===== config.mk =====
export PLATFORM = sky130hd
export DESIGN_NAME = task_sorter
export DESIGN_NICKNAME = d
export VERILOG_FILES = /design/src/rtl/task_pkg.sv /design/src/rtl/task_sorter_cmp.sv /design/src/rtl/task_sorter.sv
export SDC_FILE = /design/constraint.sdc
export NUM_CORES = 1
export LEC_CHECK = 0
export ABC_CLOCK_PERIOD_IN_PS = 8000
export CORE_ASPECT_RATIO = 1.75
export CORE_MARGIN = 1
export CORE_UTILIZATION = 45
export CTS_BUF_LIST = sky130_fd_sc_hd__clkbuf_4 sky130_fd_sc_hd__clkbuf_8
export DETAILED_ROUTE_END_ITERATION = 8
export GPL_ROUTABILITY_DRIVEN = 0
export HOLD_SLACK_MARGIN = 0.06
export MAX_ROUTING_LAYER = met4
export PLACE_DENSITY = 0.75
export SETUP_SLACK_MARGIN = 0.15
export SYNTH_ARGS = -nofsm -noshare
export SYNTH_HDL_FRONTEND = slang
export SYNTH_SLANG_ARGS = --single-unit

===== constraint.sdc =====
create_clock -name CLK -period 8 [get_ports CLK]
set_input_delay 1.6 -clock CLK [delete_from_list [all_inputs] [get_ports CLK]]
set_output_delay 1.6 -clock CLK [all_outputs]
set_load 0.01 [all_outputs]

===== src/rtl/task_pkg.sv =====
// rtl/task_pkg.sv - shared constants, field widths and state encoding for the task blocks
// Purpose: op code constants for the task bank op word, task entry field widths,
//          sorter FSM state encoding and a helper that builds an Execute op word.
// Ports:   none (package)
package task_pkg;

  localparam int PRIO_W  = 4;
  localparam int ID_W    = 4;
  localparam int ENTRY_W = PRIO_W + ID_W;
  localparam int OP_W    = 16;

  localparam logic [3:0] OP_READY    = 4'h1;
  localparam logic [3:0] OP_BLOCK    = 4'h2;
  localparam logic [3:0] OP_WAKE     = 4'h3;
  localparam logic [3:0] OP_SUSPEND  = 4'h4;
  localparam logic [3:0] OP_RESUME   = 4'h5;
  localparam logic [3:0] OP_YIELD    = 4'h6;
  localparam logic [3:0] OP_EXEC     = 4'h7;
  localparam logic [3:0] OP_KILL_ALL = 4'hF;

  typedef enum logic [1:0] {
    ST_IDLE  = 2'd0,
    ST_SCAN  = 2'd1,
    ST_ISSUE = 2'd2
  } sorter_state_t;

  // Op word layout: {4'b0000, id, op, prio}; entry layout is {prio, id}.
  function automatic logic [OP_W-1:0] make_op(input logic [3:0] op,
                                              input logic [ENTRY_W-1:0] entry);
    return {4'b0000, entry[ID_W-1:0], op, entry[ENTRY_W-1:ID_W]};
  endfunction

endpackage


===== src/rtl/task_sorter_cmp.sv =====
// rtl/task_sorter_cmp.sv - combinational best-vs-current task entry compare
// Purpose: decides whether the current scanned entry replaces the running best.
//          A non-zero entry is a candidate; it replaces best only with a strictly
//          greater effective priority, so ties keep the earlier slot in scan order.
//          With TASK_SORTER_AGING_EN defined the current entry's effective priority
//          is its prio plus its 2-bit age, saturated at 15.
// Ports:
//   best_vld/best_entry/best_idx/best_eff  running best (valid, entry, slot, eff prio)
//   cur_entry/cur_idx                      entry being examined and its slot
//   cur_age                                age of the current slot (aging build only)
//   new_vld/new_entry/new_idx/new_eff      updated best
module task_sorter_cmp
  import task_pkg::*;
#(
  parameter int IDX_W = 3
) (
  input  logic               best_vld,
  input  logic [ENTRY_W-1:0] best_entry,
  input  logic [IDX_W-1:0]   best_idx,
  input  logic [PRIO_W-1:0]  best_eff,
  input  logic [ENTRY_W-1:0] cur_entry,
  input  logic [IDX_W-1:0]   cur_idx,
`ifdef TASK_SORTER_AGING_EN
  input  logic [1:0]         cur_age,
`endif
  output logic               new_vld,
  output logic [ENTRY_W-1:0] new_entry,
  output logic [IDX_W-1:0]   new_idx,
  output logic [PRIO_W-1:0]  new_eff
);

  logic [PRIO_W-1:0] cur_eff;
  logic              cur_cand;

`ifdef TASK_SORTER_AGING_EN
  logic [PRIO_W:0] aged_sum;
  always_comb begin
    aged_sum = {1'b0, cur_entry[ENTRY_W-1:ID_W]} + {{(PRIO_W-1){1'b0}}, cur_age};
    cur_eff  = aged_sum[PRIO_W] ? {PRIO_W{1'b1}} : aged_sum[PRIO_W-1:0];
  end
`else
  assign cur_eff = cur_entry[ENTRY_W-1:ID_W];
`endif

  assign cur_cand = (cur_entry != '0);

  always_comb begin
    new_vld   = best_vld;
    new_entry = best_entry;
    new_idx   = best_idx;
    new_eff   = best_eff;
    if (cur_cand && (!best_vld || (cur_eff > best_eff))) begin
      new_vld   = 1'b1;
      new_entry = cur_entry;
      new_idx   = cur_idx;
      new_eff   = cur_eff;
    end
  end

endmodule


===== src/rtl/task_sorter.sv =====
// rtl/task_sorter.sv - serial highest-priority ready-task picker issuing Execute ops
// Purpose: snapshots N_TASKS {prio,id} entries on en, scans them one per clock
//          starting at the round-robin pointer, and offers the winner as a 16-bit
//          Execute op word over a valid/ready handshake with a wait timeout.
//          Optional macro TASK_SORTER_AGING_EN adds per-slot 2-bit aging.
// Ports:
//   CLK, RST_N     clock (rising edge), asynchronous active-low reset
//   en             start a scan while idle
//   in_tasks       slot k = in_tasks[8k+7:8k] = {prio, id}; 8'h00 = not ready
//   out_op         {4'b0000, id, OP_EXEC, prio} of the winner
//   out_valid      op valid, held until accepted or timed out
//   out_ready      consumer accept
//   winner_idx     slot index of the current or last winner
//   timeout_pulse  one-cycle pulse when an op is dropped on timeout
//   busy           high whenever the FSM is not idle
module task_sorter
  import task_pkg::*;
#(
  parameter int         N_TASKS = 8,
  parameter int         IDX_W   = $clog2(N_TASKS),
  parameter int         TIMEOUT = 10000,
  parameter logic [3:0] OP_EXEC = task_pkg::OP_EXEC
) (
  input  logic                   CLK,
  input  logic                   RST_N,
  input  logic                   en,
  input  logic [8*N_TASKS-1:0]   in_tasks,
  output logic [OP_W-1:0]        out_op,
  output logic                   out_valid,
  input  logic                   out_ready,
  output logic [IDX_W-1:0]       winner_idx,
  output logic                   timeout_pulse,
  output logic                   busy
);

  localparam int               CNT_W    = $clog2(TIMEOUT + 1);
  localparam logic [CNT_W-1:0] TMO_LAST = CNT_W'(TIMEOUT - 1);
  localparam logic [IDX_W-1:0] IDX_LAST = IDX_W'(N_TASKS - 1);

  sorter_state_t      state;
  logic [ENTRY_W-1:0] snap [N_TASKS];
  logic [IDX_W-1:0]   rr_ptr;
  logic [IDX_W-1:0]   scan_idx;
  logic [IDX_W-1:0]   scan_cnt;
  logic               best_vld;
  logic [ENTRY_W-1:0] best_entry;
  logic [IDX_W-1:0]   best_idx;
  logic [PRIO_W-1:0]  best_eff;
  logic [CNT_W-1:0]   wait_cnt;

  logic               nxt_vld;
  logic [ENTRY_W-1:0] nxt_entry;
  logic [IDX_W-1:0]   nxt_idx;
  logic [PRIO_W-1:0]  nxt_eff;
  logic               scan_done;

  function automatic logic [IDX_W-1:0] wrap_inc(input logic [IDX_W-1:0] i);
    return (i == IDX_LAST) ? '0 : i + IDX_W'(1);
  endfunction

  assign scan_done = (state == ST_SCAN) && (scan_cnt == IDX_LAST);

`ifdef TASK_SORTER_AGING_EN
  logic [1:0] age [N_TASKS];

  // Ages settle once per completed scan: empty slots and the winner clear,
  // every other candidate (a loser) creeps up and saturates at 3.
  always_ff @(posedge CLK or negedge RST_N) begin
    if (!RST_N) begin
      for (int k = 0; k < N_TASKS; k++) age[k] <= 2'd0;
    end else if (scan_done) begin
      for (int k = 0; k < N_TASKS; k++) begin
        if ((snap[k] == '0) || (nxt_vld && (nxt_idx == IDX_W'(k))))
          age[k] <= 2'd0;
        else if (age[k] != 2'd3)
          age[k] <= age[k] + 2'd1;
      end
    end
  end
`endif

  task_sorter_cmp #(.IDX_W(IDX_W)) u_cmp (
    .best_vld   (best_vld),
    .best_entry (best_entry),
    .best_idx   (best_idx),
    .best_eff   (best_eff),
    .cur_entry  (snap[scan_idx]),
    .cur_idx    (scan_idx),
`ifdef TASK_SORTER_AGING_EN
    .cur_age    (age[scan_idx]),
`endif
    .new_vld    (nxt_vld),
    .new_entry  (nxt_entry),
    .new_idx    (nxt_idx),
    .new_eff    (nxt_eff)
  );

  always_ff @(posedge CLK or negedge RST_N) begin
    if (!RST_N) begin
      state         <= ST_IDLE;
      busy          <= 1'b0;
      out_op        <= '0;
      out_valid     <= 1'b0;
      winner_idx    <= '0;
      timeout_pulse <= 1'b0;
      rr_ptr        <= '0;
      scan_idx      <= '0;
      scan_cnt      <= '0;
      best_vld      <= 1'b0;
      best_entry    <= '0;
      best_idx      <= '0;
      best_eff      <= '0;
      wait_cnt      <= '0;
      for (int k = 0; k < N_TASKS; k++) snap[k] <= '0;
    end else begin
      timeout_pulse <= 1'b0;
      case (state)
        ST_IDLE: begin
          if (en) begin
            for (int k = 0; k < N_TASKS; k++) snap[k] <= in_tasks[8*k +: 8];
            scan_idx <= rr_ptr;
            scan_cnt <= '0;
            best_vld <= 1'b0;
            state    <= ST_SCAN;
            busy     <= 1'b1;
          end
        end
        ST_SCAN: begin
          best_vld   <= nxt_vld;
          best_entry <= nxt_entry;
          best_idx   <= nxt_idx;
          best_eff   <= nxt_eff;
          scan_idx   <= wrap_inc(scan_idx);
          scan_cnt   <= scan_cnt + IDX_W'(1);
          // Last slot's compare result goes straight to the output registers.
          if (scan_done) begin
            if (nxt_vld) begin
              out_op     <= make_op(OP_EXEC, nxt_entry);
              winner_idx <= nxt_idx;
              out_valid  <= 1'b1;
              wait_cnt   <= '0;
              state      <= ST_ISSUE;
            end else begin
              state <= ST_IDLE;
              busy  <= 1'b0;
            end
          end
        end
        ST_ISSUE: begin
          // Accept wins over a timeout landing on the same edge.
          if (out_ready) begin
            out_valid <= 1'b0;
            rr_ptr    <= wrap_inc(winner_idx);
            state     <= ST_IDLE;
            busy      <= 1'b0;
          end else if (wait_cnt == TMO_LAST) begin
            out_valid     <= 1'b0;
            timeout_pulse <= 1'b1;
            rr_ptr        <= wrap_inc(winner_idx);
            state         <= ST_IDLE;
            busy          <= 1'b0;
          end else begin
            wait_cnt <= wait_cnt + CNT_W'(1);
          end
        end
        default: begin
          state     <= ST_IDLE;
          busy      <= 1'b0;
          out_valid <= 1'b0;
        end
      endcase
    end
  end

endmodule


# Word-level counts from Yosys, hierarchy flattened
# Cells that the tools add are included.
# Widths: inputs -> output; s select.
# totals
ff_bits,122
word_cells,100
input_bits,68
out_inout_bits,22
# op_classes
order_cmp,2
addsub,4
n_reduce_logical,18
bitwise_logic,2
n_mux,39
eq_ne,13
# op_table
cell,n
$mux 14,4
$pmux 14 s2,1
$bmux 8 s3,1
$mux 8,3
$mux 3,7
$add 14x1->14 const B,1
$eq 14x14->1 const B,1
$mux 1,12
$ne 2x2->1 const B,6
$pmux 3 s2,2
$mux 2,5
$add 3x1->3 const B,3
$eq 3x3->1 const B,3
$reduce_and 2->1,4
$reduce_and 4->1,2
$reduce_bool 8->1,1
$pmux 1 s3,2
$pmux 2 s3,1
$reduce_and 3->1,2
$reduce_bool 2->1,3
$reduce_and 5->1,1
$ge 4x4->1 const B,1
$gt 4x4->1,1
$not 3->4,1
other kinds (9),10

# Longest topological paths before layout
# Gate-level depths: netlist of run 1.
# logic_depth
word_depth,11
mapped_depth,14
mapped_depth_nobuf,11

# Cells and area by module
# From an unflattened synthesis of run 1, not the netlist that was laid out.
# unflattened
cells_unflattened,451
area_unflattened_um2,5803.1
# modules_own_cells
mod,area_per_inst_um2,seq_area_each_um2,instances,cells_each
task_sorter,5425.2,3002.9,1,416
task_sorter_cmp,377.9,0.0,1,35

# Least setup slack after synthesis of run 1
# Ideal clock, no wire load.
# synth_timing
path_type,reg2reg
startpoint,register scan_idx[0]
endpoint,register winner_idx[1]
t_required_ns,7.879
setup_slack_ns,4.800
arrival_ns,3.079
period_less_slack_ns,3.200
stages_incl_launch_ff,14
n_path_buf,3
setup_ns,0.121
path_cell_list,dfrtp_1 -> buf_6 -> buf_12 -> mux4_2 -> mux2_2 -> ha_1 -> nor2b_1 -> o21ai_0 -> nand2b_1 -> a31oi_1 -> clkbuf_1 -> mux2i_1 -> mux2i_1 -> a22o_1
# synth_via
elab_chain_len,9
elab_cells_between_ends,11
classes_between,order compare (1); mux (5); bitwise (1); reduce/logical (4)
# synth_lines
item,line_no,rtl
"start, declared",task_sorter.sv:43,logic [IDX_W-1:0] scan_idx;
"start signal, assigned",task_sorter.sv:121,scan_idx <= rr_ptr;
"start signal, assigned",task_sorter.sv:133,scan_idx <= wrap_inc(scan_idx);
$not 3->4 (implied by the code) *,task_sorter.sv:87,".cur_entry (snap[scan_idx]),"
$bmux 8 s3 *,task_sorter.sv:87,
$mux 8 (implied by the code) * (2 in a row),task_sorter.sv:87,
net u_cmp.cur_entry[5],task_sorter_cmp.sv:21,"input logic [ENTRY_W-1:0] cur_entry,"
$gt 4x4->1,task_sorter_cmp.sv:52,if (cur_cand && (!best_vld || (cur_eff > best_eff))) begin
$logic_or 1x1->1,task_sorter_cmp.sv:52,
$logic_and 1x1->1 *,task_sorter_cmp.sv:52,
$mux 1,task_sorter_cmp.sv:52,
$reduce_and 3->1 (no line),--,
"end signal, assigned",task_sorter.sv:139,winner_idx <= nxt_idx;
"end, declared",task_sorter.sv:31,"output logic [IDX_W-1:0] winner_idx,"
# Mark *: on every way through the listed nets, which the timed path passes. The rest lies on a longest branch. The select of a mux whose other input is x is not followed.
# A chain may end at the register's enable or synchronous reset.

# Worst setup path in the final report of run 1
# layout_timing
startpoint,register scan_idx[0]
endpoint,register best_entry[2]
# layout_via
elab_chain_len,8
elab_cells_between_ends,9
classes_between,order compare (1); mux (4); bitwise (1); reduce/logical (3)
# layout_lines
item,line_no,rtl
$not 3->4 (implied by the code) *,task_sorter.sv:87,
$bmux 8 s3 *,task_sorter.sv:87,
$mux 8 (implied by the code) * (2 in a row),task_sorter.sv:87,
net u_cmp.cur_entry[5],task_sorter_cmp.sv:21,
$gt 4x4->1,task_sorter_cmp.sv:52,
$logic_or 1x1->1,task_sorter_cmp.sv:52,
$logic_and 1x1->1 *,task_sorter_cmp.sv:52,
$mux 8 *,task_sorter_cmp.sv:52,
"end signal, assigned",task_sorter.sv:130,best_entry <= nxt_entry;
"end, declared",task_sorter.sv:46,logic [ENTRY_W-1:0] best_entry;
# Marks and branches as above.

==> metrics.csv, run 1 <==
stage;metric;value;unit
sta;RSZ-0062 raised after global routing;no;
synth;Synth async-reset ratio;1.00;
placement;port buffer count;84;
critical_path;max incr delay on CP;1.08;ns
critical_path;R2R depth;10;
synth;Post-synth EDFFs;0;
floorplanning;Starting Density;0.463;
sta;fin crit share;0.524;
floorplanning;Die W;87.5;um
clock_tree;root buf cell;clkbuf_8;
global_route;antenna violations before repair;0;
clock_tree;clock tree buffer depth;2;
detailed_routing;DRC viols;0;
synth;post-synthesis sequential area ratio;0.522;
synth;ranking of synthesized cells by area;dfrtp_1, nand2_1, mux4_2;
critical_path;Worst R2R Start;scan_idx[0]$_DFFE_PN0P_;
critical_path;CP required;8.31;ns
synth;top_reg_cell synth;dfrtp_1;
global_route;first-pass GRT wire length;21.2;mm
final_layout;final net count;748;
detailed_routing;Detail Route Antenna Nets;0;
final_layout;commonest non-fill, non-tap cell in the layout;nand2_1;
run_status;outcome;finished clean;
synth;Mean Syn Cell Area;9.65;um2
critical_path;Arr. time, crit path;4.50;ns
sta;Final Hold Fails;0;
detailed_routing;vias per inst;5.23;
detailed_routing;total iterations of the first detailed-routing run;6;
critical_path;Reg2Reg Capture Point;best_entry[2]$_DFFE_PN0P_;
floorplanning;Core Region;0.0124;mm2
critical_path;reg2reg setup slack;3.81;ns
placement;Cell Area, Placed;0.00663;mm2
synth;Synth cell types;53;
clock_tree;Num CTS Buffers;17;
global_route;total grt overflow;0;
final_layout;# diodes;0;
synth;synthesis-stage register bit count;120;
synth;Synth warnings;0;
sta;Achievable Freq;0.239;GHz
clock_tree;H-tree lvl count;4;
placement;hpwl dp;9.30;mm
hold_path;Hold Path Class;register to register;
sta;Max transition margin;0.191;
critical_path;Crit. End Element;register;
power_and_ir_drop;Design Power;0.00295;W
floorplanning;Row Count;54;
global_route;GRT Overall Usage;0.216;
clock_tree;CTS Hold Buffers Added;0;
sta;Setup TNS Final;0;ns
critical_path;kind of critical path;register to register;
sta;Tmin final;4.19;ns
clock_tree;clk_lat worst skew;0.43;ns
detailed_routing;drt initial violations;218;
sta;Setup WS post-layout;3.81;ns
floorplanning;chip height;152;um
critical_path;Worst Setup EP;best_entry[2]$_DFFE_PN0P_;
power_and_ir_drop;leakage power;3.34;nW
critical_path;critical-path maximum fanout;25;
final_layout;post-route cell area;0.00703;mm2
sta;Final Setup Violations;0;
global_route;largest net degree at the start of global routing;71;
clock_tree;Post-CTS Resized;0;
detailed_routing;final WL;12.7;mm
sta;Slew Limit Fails;0;
final_layout;area delta synth->final;22.3;%
final_layout;commonest cells after routing, fill and taps aside;nand2_1, dfrtp_1, clkdlybuf4s50_1;
critical_path;cell mode on critical path;mux2_2;
critical_path;CP Cell Sequence;buf_4 > mux4_2 > mux2_2 > ha_1 > nor2b_1 > o21ai_0 > nand2b_1 > a31oi_1 > a211oi_2 > mux2_2;
detailed_routing;total number of vias;4448;
synth;post-synth top area cell;dfrtp_1;
synth;area share of the largest cell type after synthesis;0.522;
synth;Post-Syn Instances;596;
clock_tree;clock-pin slew on the worst setup and hold paths;0.07;ns
critical_path;CP max-delay cell;a211oi_2;
sta;Worst Max-Slew Pin Slew;1.21;ns
power_and_ir_drop;worst-case vdd ir drop;212;uV
job;max_cap viols;0;
power_and_ir_drop;power per cell area;420;mW/mm2
floorplanning;Die ar.;0.0133;mm2
detailed_routing;WL/cell;15.0;um
clock_tree;CTS tree;yes;
placement;pre-CTS setup slack;3.83;ns
critical_path;Startpoint Class;register;
sta;clk_skew;0.0102;ns
critical_path;Worst Setup SP;scan_idx[0]$_DFFE_PN0P_;
floorplanning;I/O pin count;90;
clock_tree;clock sinks;120;
global_route;vias in the first global route;4616;
final_layout;layout cells sized above 1;0.110;
clock_tree;post-CTS setup buffer count;0;
synth;synthesized area;0.00575;mm2
-- power by group --
part / switching (W) / internal, W
registers: 0.000199 / 0.000885
logic: 0.000728 / 0.000603
clock network: 0.000239 / 0.000299
-- critical path, delay by kind of cell (launching register included) --
family	cells	cell delay, ns
flops	1	0.33
fa+ha+maj	1	0.31
simple gates	2	0.22
compound gates	3	1.50
buf+inv	1	0.39
mux	3	1.33
-- cell type report --
class                   count  area (um2)
fillers                  1120        5400
inverters                  11        41.3
clock inverters            11         124
well taps                 168         210
repair buffers             86         853
clock buffers              21         277
multi-input cells         433        2520
flip-flops and latches    120        3000
-- through the flow --
stage                      util  hold slack, ns  std cells
after detailed placement  0.534           0.458        818
after global routing      0.566           0.505        850
after CTS                 0.566           0.476        850
after floorplan               -           0.440        600
after global placement    0.534           0.454        818
final                     0.566           0.471        850
-- registers in the layout, summed over array words and instances, names as in the netlist --
name,count
snap,64
wait_cnt,14
out_op,9
best_entry,8
best_eff,4
best_idx,3
rr_ptr,3
scan_cnt,3
scan_idx,3
winner_idx,3
state,2
best_vld,1
busy,1
out_valid,1
timeout_pulse,1
-- worst min path at each step --
stage / from / end / slack (ns) / depth (start not counted)
2_1_floorplan: snap[12]$_DFFE_PN0P_ / snap[12]$_DFFE_PN0P_ / 0.44 / 2
3_3_place_gp: snap[63]$_DFFE_PN0P_ / snap[63]$_DFFE_PN0P_ / 0.45 / 2
3_5_place_dp: snap[52]$_DFFE_PN0P_ / snap[52]$_DFFE_PN0P_ / 0.46 / 2
4_1_cts: snap[52]$_DFFE_PN0P_ / snap[52]$_DFFE_PN0P_ / 0.48 / 2
5_1_grt: snap[3]$_DFFE_PN0P_ / snap[3]$_DFFE_PN0P_ / 0.50 / 2
6_report: snap[52]$_DFFE_PN0P_ / snap[52]$_DFFE_PN0P_ / 0.47 / 2
-- kinds of logic (layout without fill, tap and decap cells) --
| kind of cell | count (synthesis) | in the layout | share of synthesized area |
|---|---|---|---|
| compound gates | 73 | 73 | 0.0881 |
| fa+ha+maj | 11 | 11 | 0.0239 |
| buf+inv | 47 | 129 | 0.0422 |
| flops | 120 | 120 | 0.522 |
| mux | 40 | 40 | 0.0994 |
| other cells | 1 | 5 | 0.000652 |
| simple gates | 304 | 304 | 0.224 |
-- routing by layer --
metal | track usage | part of all wire | routed length, um | up-vias
li1 | - | - | - | 2133
met1 | 0.224 | 0.38 | 4840 | 2157
met2 | 0.387 | 0.55 | 6980 | 130
met3 | 0.0406 | 0.040 | 506 | 28
met4 | 0.104 | 0.031 | 395 | 0
met5 | - | 0 | 0 | -
-- synth_stat cells, types with 2 or more instances --
library cell  count
nor4_1            2
nor3b_1           3
mux4_2           12
or3_1             2
nand2b_1          8
nor2_1           19
buf_1             2
or2_2             3
buf_6             2
a22o_1            3
clkbuf_1         19
a31oi_1           9
a31o_2            2
nor4_4            2
mux2i_1          14
o21ai_0          24
ha_1             11
nand3_1           9
nand2_1         241
inv_1            11
dfrtp_1         120
o221ai_1          4
buf_2             3
a22oi_1           2
o22ai_1           2
a21o_1           10
o31ai_1           5
and2_1            3
buf_4             8
mux2_2           13
nor2b_1           3
o21a_1            2
nor3_1            3
No activity file was read; power rests on OpenSTA's default activity.
==> run 2: changes to the inputs <==
- ABC_CLOCK_PERIOD_IN_PS: 8000 -> 3400
- PLACE_DENSITY: 0.75 -> 0.77
- clock period: 8 -> 3.4 ns (I/O delays scaled with it)
==> metrics.csv, run 2 (synthesis results as in run 1) <==
stage;metric;value;unit;change
sta;Setup TNS Final;0;ns;unchanged
hold_path;Hold Path Class;primary input to asynchronous set/reset pin;;
clock_tree;clock-pin slew on the worst setup and hold paths;0.07;ns;about the same
final_layout;final net count;766;;+2.4%
final_layout;Seq. cell area;0.00301;mm2;about the same
global_route;largest net degree at the start of global routing;71;;unchanged
final_layout;fillers;1069;;-4.6%
sta;Setup WS post-layout;0.162;ns;-3.65 ns
final_layout;layout cells sized above 1;0.139;;+0.0286
critical_path;CP required;3.72;ns;-4.59 ns
final_layout;# diodes;0;;unchanged
power_and_ir_drop;P_int;0.00460;W;+160%
floorplanning;I/O pin count;90;;unchanged
critical_path;Reg2Reg Capture Point;winner_idx[1]$_DFFE_PN0P_;;
detailed_routing;total iterations of the first detailed-routing run;4;;-2
critical_path;R2R depth;12;;+2
clock_tree;clock tree buffer depth;2;;unchanged
detailed_routing;Detail Route Antenna Nets;0;;unchanged
power_and_ir_drop;worst-case vdd ir drop;480;uV;+130%
placement;Cell Area, Placed;0.00672;mm2;+1.3%
global_route;total grt overflow;0;;unchanged
detailed_routing;met2 wire len;7.40;mm;+6.0%
detailed_routing;final WL;13.5;mm;+6.5%
clock_tree;H-tree lvl count;4;;unchanged
final_layout;area of the multi-input gates;0.00255;mm2;+1.2%
global_route;GRT Overall Usage;0.221;;+0.00535
clock_tree;CTS Hold Buffers Added;0;;unchanged
clock_tree;Num CTS Buffers;17;;unchanged
placement;pre-CTS setup slack;0.126;ns;-3.70 ns
sta;RSZ-0062 raised after global routing;no;;
final_layout;commonest non-fill, non-tap cell in the layout;nand2_1;;
sta;Worst Max-Slew Pin Slew;0.855;ns;-0.355 ns
sta;Final Setup Violations;0;;unchanged
detailed_routing;total number of vias;4544;;+2.2%
power_and_ir_drop;Clock Power Share;0.179;;-0.003
critical_path;critical-path maximum fanout;12;;-52%
run_status;outcome;finished clean;;
critical_path;Crit. End Element;register;;
detailed_routing;Metal-1 WL;5.17;mm;+6.8%
power_and_ir_drop;leakage power;3.47;nW;+3.9%
floorplanning;Row Count;54;;unchanged
critical_path;Worst R2R Start;scan_idx[0]$_DFFE_PN0P_;;
floorplanning;Die W;87.5;um;unchanged
placement;hpwl dp;9.58;mm;+3.1%
clock_tree;clk_lat worst skew;0.44;ns;about the same
placement;Placed Cells;826;;+0.98%
floorplanning;Starting Density;0.463;;unchanged
power_and_ir_drop;Switching Share;0.394;;-0.00102
detailed_routing;drt initial violations;268;;+23%
power_and_ir_drop;NetSw;0.00299;W;+160%
critical_path;Startpoint Class;register;;
final_layout;area delta synth->final;26.7;%;
global_route;first-pass GRT wire length;21.5;mm;+1.1%
floorplanning;Die ar.;0.0133;mm2;unchanged
critical_path;Arr. time, crit path;3.56;ns;-0.94 ns
critical_path;kind of critical path;register to register;;
job;max_cap viols;0;;unchanged
critical_path;reg2reg setup slack;0.16;ns;-3.65 ns
detailed_routing;WL/cell;15.6;um;+4.3%
detailed_routing;metal3 WL;510;um;+0.79%
sta;Tmin final;3.24;ns;-0.952 ns
detailed_routing;DRC viols;0;;unchanged
global_route;vias in the first global route;4630;;+0.30%
power_and_ir_drop;Design Power;0.00759;W;+160%
power_and_ir_drop;Reg power frac;0.339;;-0.028
clock_tree;clock sinks;120;;unchanged
sta;Achievable Freq;0.309;GHz;+29%
sta;Slew Limit Fails;0;;unchanged
sta;Max transition margin;0.429;;+0.238
floorplanning;Core Region;0.0124;mm2;unchanged
final_layout;number of flip-flops in the largest register;64;;unchanged
final_layout;biggest regs;snap x64, wait_cnt x14, out_op x9;;
sta;Final Hold Fails;0;;unchanged
sta;clk_skew;0.00997;ns;-0.000265 ns
sta;fin crit share;0.952;;+0.429
global_route;antenna violations before repair;0;;unchanged
floorplanning;chip height;152;um;unchanged
power_and_ir_drop;Gate power share;0.482;;+0.031
detailed_routing;vias per inst;5.24;;about the same
power_and_ir_drop;power per cell area;1040;mW/mm2;+150%
placement;port buffer count;84;;unchanged
final_layout;commonest cells after routing, fill and taps aside;nand2_1, dfrtp_1, clkdlybuf4s50_1;;
final_layout;Reg with most FFs;snap;;
detailed_routing;top layer in use;met4;;
clock_tree;root buf cell;clkbuf_8;;
final_layout;Post-Layout Cell Count;868;;+2.1%
clock_tree;CTS tree;yes;;
critical_path;Worst Setup SP;scan_idx[0]$_DFFE_PN0P_;;
final_layout;post-route cell area;0.00729;mm2;+3.6%
-- run 2: cell types whose count changed in the layout (fill, tap and decap cells not counted), moves of 2 or more --
cell / change
buf_4: +13
dfrtp_1: -2
buf_12: +3
dfrtp_2: +2
-- run 2: area by class of cell --
type	count	area share
sequential	120	0.412
multi-input combinational	433	0.351
timing repair buffer	104	0.144
clock buffer	21	0.0388
tap	168	0.0288
clock inverter	11	0.0201
inverter	11	0.00567
-- run 2: power groups by stage --
stage                     Clock [W]  Combinational, W  Sequential (W)
final                       0.00136           0.00365         0.00258
after global routing        0.00144           0.00399         0.00265
after CTS                   0.00138           0.00336         0.00255
after detailed placement          0           0.00329         0.00257
after global placement            0           0.00313         0.00253
after floorplan                   0           0.00241         0.00242
-- run 2: routing by layer --
layer  up-vias  global-route usage
met5         -                   -
met4         0               0.127
met3        37              0.0374
met2       136               0.392
met1      2201               0.227
li1       2170                   -
-- run 2: what timing repair did --
item / in CTS / in global routing
gates cloned: 0 / 1
gates resized for setup: 1 / 7
pin swaps: 1 / 2
buffers inserted: 0 / 9
endpoints found under the setup margin: 9 / 15
-- run 2: through the flow --
step                utilization  hold slack [ns]
floorplan                     -            0.384
global placement          0.540            0.454
detailed placement        0.540            0.461
CTS                       0.575            0.283
global route              0.586            0.314
finish                    0.586            0.276
-- run 2: worst max-delay path by stage --
stage	slack, ns	depth (start not counted)	to
floorplan	0.20	13	winner_idx[1]$_DFFE_PN0P_
finish	0.16	12	winner_idx[1]$_DFFE_PN0P_
global route	0.13	12	winner_idx[0]$_DFFE_PN0P_
global placement	0.28	12	winner_idx[1]$_DFFE_PN0P_
CTS	0.15	12	winner_idx[1]$_DFFE_PN0P_
detailed placement	0.13	12	winner_idx[1]$_DFFE_PN0P_
-- run 2: critical path: stages, from the launching register on --
cell and delay [ns]:
dfrtp_2 0.39, buf_12 0.15, mux4_2 0.49, mux2_4 0.32, ha_1 0.30, nor2b_1 0.13, o21ai_0 0.19, nand2b_1 0.15
a31oi_4 0.27, buf_6 0.18, mux2i_2 0.24, mux2i_1 0.11, a22o_1 0.20
==> run 3: changes to the inputs <==
- PLACE_DENSITY: 0.77 -> 0.83
==> metrics.csv, run 3 (synthesis results as in run 1) <==
stage;metric;value;unit;change
critical_path;CP required;3.73;ns;about the same
detailed_routing;total number of vias;4588;;+0.97%
sta;Setup WS post-layout;0.273;ns;+0.111 ns
sta;Max transition margin;0.412;;-0.0169
detailed_routing;drt initial violations;319;;+19%
critical_path;CP Cell Sequence;buf_6 > mux4_2 > mux2_2 > ha_1 > nor2b_1 > o21ai_0 > nand2b_1 > a31oi_4 > buf_6 > mux2i_1 > mux2i_1 > a22o_1;;
critical_path;CP max-delay cell;mux4_2;;
critical_path;Worst Setup SP;scan_idx[0]$_DFFE_PN0P_;;
sta;Final Setup Violations;0;;unchanged
run_status;outcome;finished clean;;
critical_path;max incr delay on CP;0.50;ns;about the same
floorplanning;I/O pin count;90;;unchanged
sta;RSZ-0062 raised after global routing;no;;
global_route;first-pass GRT wire length;21.6;mm;+0.68%
detailed_routing;vias per inst;5.33;;+1.8%
power_and_ir_drop;power per cell area;1050;mW/mm2;+0.67%
global_route;total grt overflow;0;;unchanged
clock_tree;root buf cell;clkbuf_8;;
power_and_ir_drop;worst-case vdd ir drop;606;uV;+26%
final_layout;final net count;759;;-0.91%
clock_tree;clock tree buffer depth;2;;unchanged
sta;Tmin final;3.13;ns;-0.111 ns
floorplanning;Die ar.;0.0133;mm2;unchanged
clock_tree;clock sinks;120;;unchanged
floorplanning;Core Region;0.0124;mm2;unchanged
detailed_routing;DRC viols;0;;unchanged
clock_tree;clock-pin slew on the worst setup and hold paths;0.08;ns;about the same
critical_path;Crit. End Element;register;;
sta;Worst Max-Slew Pin Slew;0.880;ns;+0.0253 ns
clock_tree;H-tree lvl count;4;;unchanged
final_layout;# diodes;0;;unchanged
sta;Setup TNS Final;0;ns;unchanged
final_layout;commonest cells after routing, fill and taps aside;nand2_1, dfrtp_1, clkdlybuf4s50_1;;
final_layout;biggest regs;snap x64, wait_cnt x14, out_op x9;;
sta;fin crit share;0.920;;-0.0326
final_layout;Reg with most FFs;snap;;
detailed_routing;total iterations of the first detailed-routing run;6;;+2
floorplanning;Row Count;54;;unchanged
critical_path;Arr. time, crit path;3.46;ns;-0.10 ns
detailed_routing;final WL;13.7;mm;+1.1%
critical_path;critical-path maximum fanout;11;;-1
placement;hpwl dp;9.63;mm;+0.54%
hold_path;Hold Path Class;primary input to asynchronous set/reset pin;;
placement;port buffer count;84;;unchanged
power_and_ir_drop;leakage power;3.40;nW;-2.0%
critical_path;R2R depth;12;;unchanged
floorplanning;Die W;87.5;um;unchanged
critical_path;Worst R2R Start;scan_idx[0]$_DFFE_PN0P_;;
global_route;antenna violations before repair;0;;unchanged
critical_path;kind of critical path;register to register;;
floorplanning;Starting Density;0.463;;unchanged
global_route;vias in the first global route;4643;;+0.28%
clock_tree;Num CTS Buffers;17;;unchanged
final_layout;area delta synth->final;25.1;%;
clock_tree;clk_lat worst skew;0.44;ns;about the same
final_layout;layout cells sized above 1;0.130;;-0.00870
sta;clk_skew;0.00832;ns;-0.00165 ns
floorplanning;chip height;152;um;unchanged
final_layout;fillers;1071;;+0.19%
clock_tree;CTS tree;yes;;
global_route;largest net degree at the start of global routing;70;;-1.4%
global_route;GRT Overall Usage;0.222;;+0.000753
critical_path;Startpoint Class;register;;
job;max_cap viols;0;;unchanged
detailed_routing;Detail Route Antenna Nets;0;;unchanged
sta;Slew Limit Fails;0;;unchanged
final_layout;commonest non-fill, non-tap cell in the layout;nand2_1;;
final_layout;number of flip-flops in the largest register;64;;unchanged
sta;Final Hold Fails;0;;unchanged
placement;pre-CTS setup slack;0.201;ns;+0.0746 ns
detailed_routing;WL/cell;15.9;um;+1.9%
sta;Achievable Freq;0.320;GHz;+3.5%
[run 3: layer usage]
metal / vias up / wire length (um) / global-route usage
met2: 153 / 7430 / 0.389
met4: 0 / 571 / 0.113
met5: - / 0 / -
met3: 37 / 525 / 0.0433
met1: 2240 / 5170 / 0.235
li1: 2158 / - / -
[run 3: worst paths after layout]
path	slack (ns)	end
min in group CLK	0.47	snap[57]$_DFFE_PN0P_
worst min-delay path	0.27	snap[59]$_DFFE_PN0P_
worst max-delay path	0.27	winner_idx[0]$_DFFE_PN0P_
worst min register to register	0.47	snap[57]$_DFFE_PN0P_
worst max register to register	0.27	winner_idx[0]$_DFFE_PN0P_
max in group asynchronous	2.35	out_op[1]$_DFFE_PN0P_
[run 3: what timing repair did]
item,4_1_cts,5_1_grt
pin swaps,0,2
setup endpoints to repair,1,20
gates resized for setup,0,8
buffers inserted,0,4
hold buffers,0,0
[run 3: where the power goes]
part           leakage (nW)  switching, W  internal, W  total, W
combinational          1.71       0.00194      0.00167   0.00361
sequential             1.49      0.000492      0.00208   0.00258
clock                 0.193      0.000605     0.000746   0.00135
total                  3.40       0.00304      0.00450   0.00754
[run 3: per-stage QoR]
stage / instance area, um2 / utilization / hold slack, ns / instances / power [W]
6_report: 7200 / 0.579 / 0.268 / 861 / 0.00754
4_1_cts: 7120 / 0.573 / 0.288 / 857 / 0.00722
3_5_place_dp: 6700 / 0.539 / 0.462 / 825 / 0.00584
3_3_place_gp: 6700 / 0.539 / 0.454 / 825 / 0.00562
5_1_grt: 7200 / 0.579 / 0.318 / 861 / 0.00802
2_1_floorplan: 5770 / - / 0.384 / 600 / 0.00484
[run 3: area by class of cell]
cell class,instances,area (um2),share of cell area
clock inverters,14,175,0.0243
flip-flops and latches,120,3000,0.417
multi-input cells,433,2560,0.356
clock buffers,18,248,0.0344
inverters,11,41.3,0.00574
repair buffers,97,956,0.133
well taps,168,210,0.0292
[run 3: worst max-delay path, delay by kind of cell, from the launching register on]
kind	cells	cell delay [ns]
mux	4	1.15
flops	1	0.37
compound gates	3	0.57
fa+ha+maj	1	0.30
simple gates	2	0.26
buf+inv	2	0.36
==> edit, RTL diff (config.mk and constraints of run 3) <==
Register the output `timeout_pulse` once more; this adds one clock of latency there. The other outputs are not delayed to match. Comments in the files are not updated.
--- a/src/rtl/task_sorter.sv
+++ b/src/rtl/task_sorter.sv
@@ -36,6 +36,8 @@
   localparam int               CNT_W    = $clog2(TIMEOUT + 1);
   localparam logic [CNT_W-1:0] TMO_LAST = CNT_W'(TIMEOUT - 1);
   localparam logic [IDX_W-1:0] IDX_LAST = IDX_W'(N_TASKS - 1);
+
+  logic timeout_pulse_s0;
 
   sorter_state_t      state;
   logic [ENTRY_W-1:0] snap [N_TASKS];
@@ -102,7 +104,7 @@
       out_op        <= '0;
       out_valid     <= 1'b0;
       winner_idx    <= '0;
-      timeout_pulse <= 1'b0;
+      timeout_pulse_s0 <= 1'b0;
       rr_ptr        <= '0;
       scan_idx      <= '0;
       scan_cnt      <= '0;
@@ -113,7 +115,7 @@
       wait_cnt      <= '0;
       for (int k = 0; k < N_TASKS; k++) snap[k] <= '0;
     end else begin
-      timeout_pulse <= 1'b0;
+      timeout_pulse_s0 <= 1'b0;
       case (state)
         ST_IDLE: begin
           if (en) begin
@@ -155,7 +157,7 @@
             busy      <= 1'b0;
           end else if (wait_cnt == TMO_LAST) begin
             out_valid     <= 1'b0;
-            timeout_pulse <= 1'b1;
+            timeout_pulse_s0 <= 1'b1;
             rr_ptr        <= wrap_inc(winner_idx);
             state         <= ST_IDLE;
             busy          <= 1'b0;
@@ -172,5 +174,9 @@
     end
   end
 
+  always_ff @(posedge CLK) begin
+    timeout_pulse <= timeout_pulse_s0;
+  end
+
 endmodule
 
Function: no difference found for any inputs over 10 cycles, from zero or initial values and one cycle with RST_N low; that may be too few to reach the edited logic, so the function may still have changed.
==> edit against run 3 <==
- setup slack better by 39 ps
- power fell by 3.7%
- synthesized area increased by 0.35%
- sequential cell count grew 1
- wire length rose by 0.55%
- global-route usage rose by 0.83 points
- first-iteration DRC count rose by 11%
- worst hold slack got worse by 53 ps
- design area down 0.37%
- largest cell class unchanged
- highest routed layer unchanged
==> edit: results (changes against run 3) <==
| Metric | Value |
|---|---|
| Distinct cells, synth | 54 (+1.9%) |
| Crit share post-route | 0.9083 (-0.01141) |
| First-pass GRT wire length | 22,740 um (+5.2%) |
| Post-synth ARST share | 0.9917 (-0.008264) |
| DP Area | 6740 um2 (+0.64%) |
| Leak | 3.408 nW (+0.37%) |
| WP data arrival | 3410 ps (-50 ps) |
| # resized after CTS | 1 (+1) |
| Clk power | 1.24 mW (-8%) |
| Via Count | 4,594 (+0.13%) |
| R2R setup slack | 310 ps (+40 ps) |
| Total track usage | 0.2301 (+0.008283) |
| DR WL met2 | 7321 um (-1.4%) |
| Number of global-route vias before repair | 4,832 (+4.1%) |
| Pre-CTS setup slack | 128.7 ps (-72.04 ps) |
| Mean Syn Cell Area | 9.668 um2 (+0.18%) |
| Clock power share | 0.171 (-0.008) |
| Vias/cell | 5.317 (-0.22%) |
| Post-DP HPWL | 10,350 um (+7.4%) |
| Met3 GRT Util | 0.04671 (+0.003377) |
| Final nets | 762 (+0.40%) |
| Largest cells by area after synthesis | dfrtp_1, nand2_1, mux4_2, mux2_2, mux2i_1 |
| M1 WL | 5155 um (-0.29%) |
| Register area share after synthesis | 0.5237 (+0.001658) |
| Initial DRT Pass Iterations | 5 (-1) |
| Largest net degree at the start of global routing | 68 (-2.9%) |
| Status | complete, no violations |
| VDD IR max | 0.5765 mV (-4.8%) |
| Worst hold slack | 214.1 ps (-53.43 ps) |
| Placed cell count | 829 (+0.48%) |
edit: changes by cell type in the layout (fill, tap and decap cells not counted), sizes merged:
| cell | before | now |
|---|---|---|
| clkinv | 4 | 2 |
| clkbuf | 18 | 25 |
| clkinvlp | 6 | 4 |
| buf | 14 | 16 |
| inv | 12 | 11 |
| dfxtp | 0 | 1 |
| bufinv | 3 | 1 |
edit: final cells by class:
cell class / count / area [um2]
sequential: 121 / 3025
inverter: 11 / 41.29
timing repair buffer: 99 / 970.9
tap: 168 / 210.2
multi-input combinational: 433 / 2532
clock inverter: 7 / 70.07
clock buffer: 25 / 319.1
fill: 1029 / 5330
edit: cells by family after synthesis:
| family | count (synthesis) | synth area share |
|---|---|---|
| buffers and inverters | 47 | 0.04205 |
| flip-flops | 121 | 0.5237 |
| AO/OA/AOI/OAI | 73 | 0.08780 |
| adder cells (fa/ha/maj) | 11 | 0.02385 |
| AND/OR/NAND/NOR | 304 | 0.2228 |
| multiplexers | 40 | 0.09907 |
| other | 1 | 0.0006497 |
